File: src/rtl/adder_share_arbiter.sv
// -----------------------------------------------------------------------------
// adder_share_arbiter
//
// Shares one external adder among NREQ requesters. A round-robin arbiter picks
// one request in IDLE, registers its operands onto the adder inputs, holds them
// for ADD_CYCLES cycles (multicycle path through the adder), then captures the
// sum/carry into a single response channel held until rsp_ready_i.
//
// Ports
//   clk_i        clock, rising edge
//   rst_i        asynchronous reset, active-high
//   req_valid_i  per-requester request valid            [NREQ]
//   req_ready_o  per-requester accept, one-hot or zero   [NREQ]
//   req_a_i      operand A, requester i at [i*WIDTH +: WIDTH]
//   req_b_i      operand B, same packing
//   add_in1_o    registered operand A to shared adder
//   add_in2_o    registered operand B to shared adder
//   add_s_i      adder sum
//   add_cout_i   adder carry-out
//   rsp_valid_o  response valid
//   rsp_ready_i  response accept
//   rsp_id_o     index of the requester owning the response
//   rsp_sum_o    captured sum
//   rsp_cout_o   captured carry
//   busy_o       high whenever the FSM is not in IDLE
// -----------------------------------------------------------------------------
module adder_share_arbiter #(
   parameter int NREQ       = 4,
   parameter int WIDTH      = 48,
   parameter int ADD_CYCLES = 2,
   parameter int IDW        = (NREQ > 1) ? $clog2(NREQ) : 1
) (
   input  logic                  clk_i,
   input  logic                  rst_i,
   input  logic [NREQ-1:0]       req_valid_i,
   output logic [NREQ-1:0]       req_ready_o,
   input  logic [NREQ*WIDTH-1:0] req_a_i,
   input  logic [NREQ*WIDTH-1:0] req_b_i,
   output logic [WIDTH-1:0]      add_in1_o,
   output logic [WIDTH-1:0]      add_in2_o,
   input  logic [WIDTH-1:0]      add_s_i,
   input  logic                  add_cout_i,
   output logic                  rsp_valid_o,
   input  logic                  rsp_ready_i,
   output logic [IDW-1:0]        rsp_id_o,
   output logic [WIDTH-1:0]      rsp_sum_o,
   output logic                  rsp_cout_o,
   output logic                  busy_o
);

   // Counter wide enough to hold ADD_CYCLES-1 (one bit minimum).
   localparam int CW = (ADD_CYCLES > 1) ? $clog2(ADD_CYCLES) + 1 : 1;

   typedef enum logic [1:0] {
      S_IDLE = 2'd0,
      S_EXEC = 2'd1,
      S_RESP = 2'd2
   } state_t;

   state_t             state_q;
   logic [IDW-1:0]     ptr_q;
   logic [IDW-1:0]     id_q;
   logic [CW-1:0]      cnt_q;
   logic [WIDTH-1:0]   add_in1_q;
   logic [WIDTH-1:0]   add_in2_q;
   logic               rsp_valid_q;
   logic [IDW-1:0]     rsp_id_q;
   logic [WIDTH-1:0]   rsp_sum_q;
   logic               rsp_cout_q;

   logic               gnt_found_s;
   logic [IDW-1:0]     gnt_idx_s;
   logic [NREQ-1:0]    gnt_oh_s;
   logic [IDW-1:0]     cand_s;
   logic [WIDTH-1:0]   gnt_a_s;
   logic [WIDTH-1:0]   gnt_b_s;

   // Round-robin search: first valid requester starting at ptr+1, wrapping at NREQ-1.
   always_comb begin
      gnt_found_s = 1'b0;
      gnt_idx_s   = '0;
      gnt_oh_s    = '0;
      cand_s      = (ptr_q == IDW'(NREQ-1)) ? '0 : ptr_q + 1'b1;
      for (int k = 0; k < NREQ; k++) begin
         if (!gnt_found_s && req_valid_i[cand_s]) begin
            gnt_found_s       = 1'b1;
            gnt_idx_s         = cand_s;
            gnt_oh_s[cand_s]  = 1'b1;
         end else begin
            gnt_found_s = gnt_found_s;
         end
         cand_s = (cand_s == IDW'(NREQ-1)) ? '0 : cand_s + 1'b1;
      end
   end

   assign gnt_a_s     = req_a_i[gnt_idx_s*WIDTH +: WIDTH];
   assign gnt_b_s     = req_b_i[gnt_idx_s*WIDTH +: WIDTH];

   // Ready is only offered in IDLE, so an accept always coincides with gnt_found_s.
   assign req_ready_o = (state_q == S_IDLE) ? gnt_oh_s : '0;

   // Control FSM plus all datapath registers.
   always_ff @(posedge clk_i or posedge rst_i) begin
      if (rst_i) begin
         state_q     <= S_IDLE;
         ptr_q       <= IDW'(NREQ-1);
         id_q        <= '0;
         cnt_q       <= '0;
         add_in1_q   <= '0;
         add_in2_q   <= '0;
         rsp_valid_q <= 1'b0;
         rsp_id_q    <= '0;
         rsp_sum_q   <= '0;
         rsp_cout_q  <= 1'b0;
      end else begin
         case (state_q)
            S_IDLE: begin
               if (gnt_found_s) begin
                  add_in1_q <= gnt_a_s;
                  add_in2_q <= gnt_b_s;
                  ptr_q     <= gnt_idx_s;
                  id_q      <= gnt_idx_s;
                  cnt_q     <= CW'(ADD_CYCLES-1);
                  state_q   <= S_EXEC;
               end
            end
            S_EXEC: begin
               // The adder has settled for ADD_CYCLES cycles once cnt reaches 0.
               if (cnt_q == '0) begin
                  rsp_sum_q   <= add_s_i;
                  rsp_cout_q  <= add_cout_i;
                  rsp_id_q    <= id_q;
                  rsp_valid_q <= 1'b1;
                  state_q     <= S_RESP;
               end else begin
                  cnt_q <= cnt_q - 1'b1;
               end
            end
            S_RESP: begin
               if (rsp_ready_i) begin
                  rsp_valid_q <= 1'b0;
                  state_q     <= S_IDLE;
               end
            end
            default: begin
               state_q     <= S_IDLE;
               rsp_valid_q <= 1'b0;
            end
         endcase
      end
   end

   assign add_in1_o   = add_in1_q;
   assign add_in2_o   = add_in2_q;
   assign rsp_valid_o = rsp_valid_q;
   assign rsp_id_o    = rsp_id_q;
   assign rsp_sum_o   = rsp_sum_q;
   assign rsp_cout_o  = rsp_cout_q;
   assign busy_o      = (state_q != S_IDLE);

endmodule
File: config.mk
export PLATFORM = sky130hd
export DESIGN_NAME = adder_share_arbiter
export DESIGN_NICKNAME = d
export VERILOG_FILES = /design/src/rtl/adder_share_arbiter.sv
export SDC_FILE = /design/constraint.sdc
export NUM_CORES = 1
export LEC_CHECK = 0
export CORE_AREA = 2 2 232 234
export CTS_BUF_LIST = sky130_fd_sc_hd__clkbuf_2
export CTS_CLUSTER_SIZE = 28
export DETAILED_ROUTE_END_ITERATION = 10
export DIE_AREA = 0 0 234 236
export PLACE_DENSITY = 0.46
export REMOVE_ABC_BUFFERS = 1
export SKIP_CTS_REPAIR_TIMING = 1
export SLEW_MARGIN = 20
export SYNTH_ARGS = -nofsm -noshare
export SYNTH_HDL_FRONTEND = slang
export SYNTH_SLANG_ARGS = --single-unit
File: constraint.sdc
create_clock -name clk_i -period 6.6 [get_ports clk_i]
set_input_delay 0.66 -clock clk_i [delete_from_list [all_inputs] [get_ports clk_i]]
set_output_delay 0.66 -clock clk_i [all_outputs]
set_load 0.05 [all_outputs]
==> impl_metrics.ini <==
[yosys]
post_synth_mux_area_share_pct = 6.50
synth.area.top_cells = dfrtp_1 42%, a2111oi_0 9.2%, o32ai_1 9.2%, a211oi_1 7.9%, and3_1 6.6%
synth_area_per_cell_um2 = 10.2
combinational_family_with_the_most_area_after_synthesis = compound AO/OA/AOI/OAI gates
post_synth_and_or_nand_nor_area_fraction_pct = 14.1
synth_compound_area_share_pct = 29.1
synth_cell_types = 44
netlist_instances = 897
yosysTopAreaCellShare_pct = 42.0
async_flop_share_pct = 100
synthXorXnorAreaFrac_pct = 0
synth-warning-count = 0
synth.ff_latch_count = 156
synthesis.area_um2 = 9180
synth-main-ff-cell = dfrtp_1
synth_enable_flop_cells = 0
synth.yosys.seq_area_share_pct = 42.6
synth-adder-area-share_pct = 1.23
synth_largest_area_cell = dfrtp_1

[cts]
cts.clk_slew.worst_paths_ps = 290
cts_inserted_buffers = 17
cts_root_buf = clkbuf_2
tritoncts = built
cts.htree.levels = 4
cts.path.max_buffers = 2
insertion_delay_ps = 1030
tritoncts_num_sinks = 156

[placement]
dp_slack_ps = 2450
gp_congestion = 0.832
placement.io_buffers = 592
placed_area_um2 = 15600
place_hpwl_mm = 34.7

[timing]
timing.final.crit_period_ps = 5220
final.setup.worst_slack_ps = 1380
timing.final.setup_violations = 0
finalHoldViolations = 0
worstMarginPinSlew_ps = 892
timing.final.max_slew_violations = 0
max_freq_mhz = 191
grt_setup_unrepaired = false
setup-tns-final_ps = 0
fin_worst_skew_ps = 42.7
worst_case_hold_slack_ps = 144
final_min_period_over_clock_period_pct = 79.2
maxSlewHeadroom_pct = 40.6

[drt]
drt_first_pass_iters = 4
detailed_route_via_count = 10501
drt-total-wl_mm = 50.2
detail_route.drc_violations = 0
avgViaCountPerCell = 4.96
detail-route-antenna-nets = 0
routedWlPerCell_um = 23.7
drt_iter0_drc = 548

[setup_path]
cp-startpoint = ptr_q[0]
start_kind = flop
reg2reg_from = ptr_q[0]
reg2reg_slack_ps = 2440
regToRegEndpoint = add_in2_o[18]
setup.worst_path.class = reg2out
worstPathArrival_ps = 4560
rr_worst_depth = 9
crit_path_end = req_ready_o[3]
timing.critical_path.to_type = output port
timing.critical_path.required_ps = 5940
crit_fanout = 13

[power_and_ir_drop]
totalPowerFinal_w = 0.00801
power_per_cell_area_nw_per_um2 = 505
total_leakage_power_nw = 5.66
worst_ir_drop_vdd_mv = 0.222

[finish]
register_area_um2 = 3910
fin_area_um2 = 15900
multi_input_area_um2 = 4740
share_of_post_route_cells_with_drive_strength_above_1_pct = 8.09
areaGrowthSynthToFinish_pct = 73.0
filler_cell_count = 5550
final_net_count = 1857

[floorplan]
placement_rows = 85
die_x_um = 234
floorplan.die.height_um = 236
die_area_um2 = 55200
io_pins = 593
initial_core_util_pct = 17.3
core_area_um2 = 53100

[global_route]
grt_pass1_wl_mm = 71.8
global_route.usage.total_pct = 17.5
global_route.overflow_total = 0
maximum_number_of_pins_on_one_net_before_global_route_repair = 88
antenna_violations_before_repair = 2
grt_pass1_vias = 10878

[status]
status = complete, no violations

[flow_run]
max_cap_viol_count = 0

[min_path]
min_path_type = in2async
-- sequential cells by signal, summed over array words and instances, names as in the netlist --
name,cells
state_q,2
rsp_id_o,2
rsp_sum_o,48
add_in2_o,48
rsp_cout_o,1
add_in1_o,48
rsp_valid_o,1
ptr_q,2
cnt_q,2
id_q,2
-- final cells by class --
type | instances | area share (%)
diodes | 1 | 0.0158
clock buffers | 17 | 0.536
clock inverters | 15 | 0.969
inverters | 8 | 0.221
multi-input cells | 614 | 29.9
flip-flops and latches | 156 | 24.6
well taps | 696 | 5.49
repair buffers | 611 | 38.3
-- critical path, cell delays in order (launching register included) --
cell and delay (ps):
dfstp_2 740, ha_1 440, or2_1 390, mux4_2 550
and2_1 210, a22o_1 240, a221o_1 250, clkdlybuf4s50_1 730
-- layer usage --
metal,vias up,GRT usage (%),share of wire (%)
li1,4744,-,-
met1,5186,20.6,40
met2,514,29.7,49
met3,55,5.38,8.5
met4,2,6.48,2.5
met5,-,0,0.030
-- cells in the final DEF (no fill, tap or decap), types with 3 or more instances in the layout --
cell	n
mux2_2	51
nor4b_1	4
a31oi_1	3
ha_1	9
inv_1	7
buf_4	18
a22o_1	5
clkdlybuf4s50_1	592
a2111oi_0	95
nor3_1	101
and3_1	96
a221o_1	4
a211oi_1	96
clkbuf_2	17
inv_6	7
nand2b_1	4
nor2_1	4
nand2_1	9
o32ai_1	96
dfrtp_1	154
a21oi_1	3
inv_8	3
o21ai_0	5
-- cell usage after synthesis, types with 3 or more instances --
cell and instances:
a22o_1 5, nand2_1 10, clkbuf_1 75, a221o_1 4, a21o_1 3, o32ai_1 96, mux2_2 51, a211oi_1 96
buf_6 10, dfrtp_1 154, buf_1 7, inv_1 8, nor4b_1 4, buf_2 25, nor3_1 101, nor2_1 4
nand2b_1 4, a21oi_1 4, a31oi_1 3, a2111oi_0 96, and3_1 97, ha_1 9, o21ai_0 5
-- metrics by stage --
stage                     cells  util (%)
final                      2118      29.9
after global routing       2118      29.9
after CTS                  2117      29.9
after detailed placement   2085      29.5
after global placement     2085      29.5
after floorplan             778         -
-- cell families after synthesis --
family	Yosys count
adder cells (fa/ha/maj)	9
AND/OR/NAND/NOR	230
AO/OA/AOI/OAI	323
flip-flops	156
buffers and inverters	127
multiplexers	52
-- how the worst min path moves through the flow --
| stage | to | slack, ps |
|---|---|---|
| 3_3_place_gp | id_q[1] | 460 |
| 6_report | add_in2_o[3] | 140 |
| 3_5_place_dp | id_q[0] | 480 |
| 4_1_cts | add_in2_o[3] | 30 |
| 2_1_floorplan | id_q[0] | 440 |
| 5_1_grt | add_in2_o[3] | 100 |
-- report_power, final --
part	leakage (nW)	switching [W]	total, W	internal [W]
Sequential	1.77	0.000304	0.00176	0.00146
Clock	0.143	0.000469	0.000623	0.000155
Combinational	3.76	0.00377	0.00563	0.00186
(Power assumes the default switching activity.)
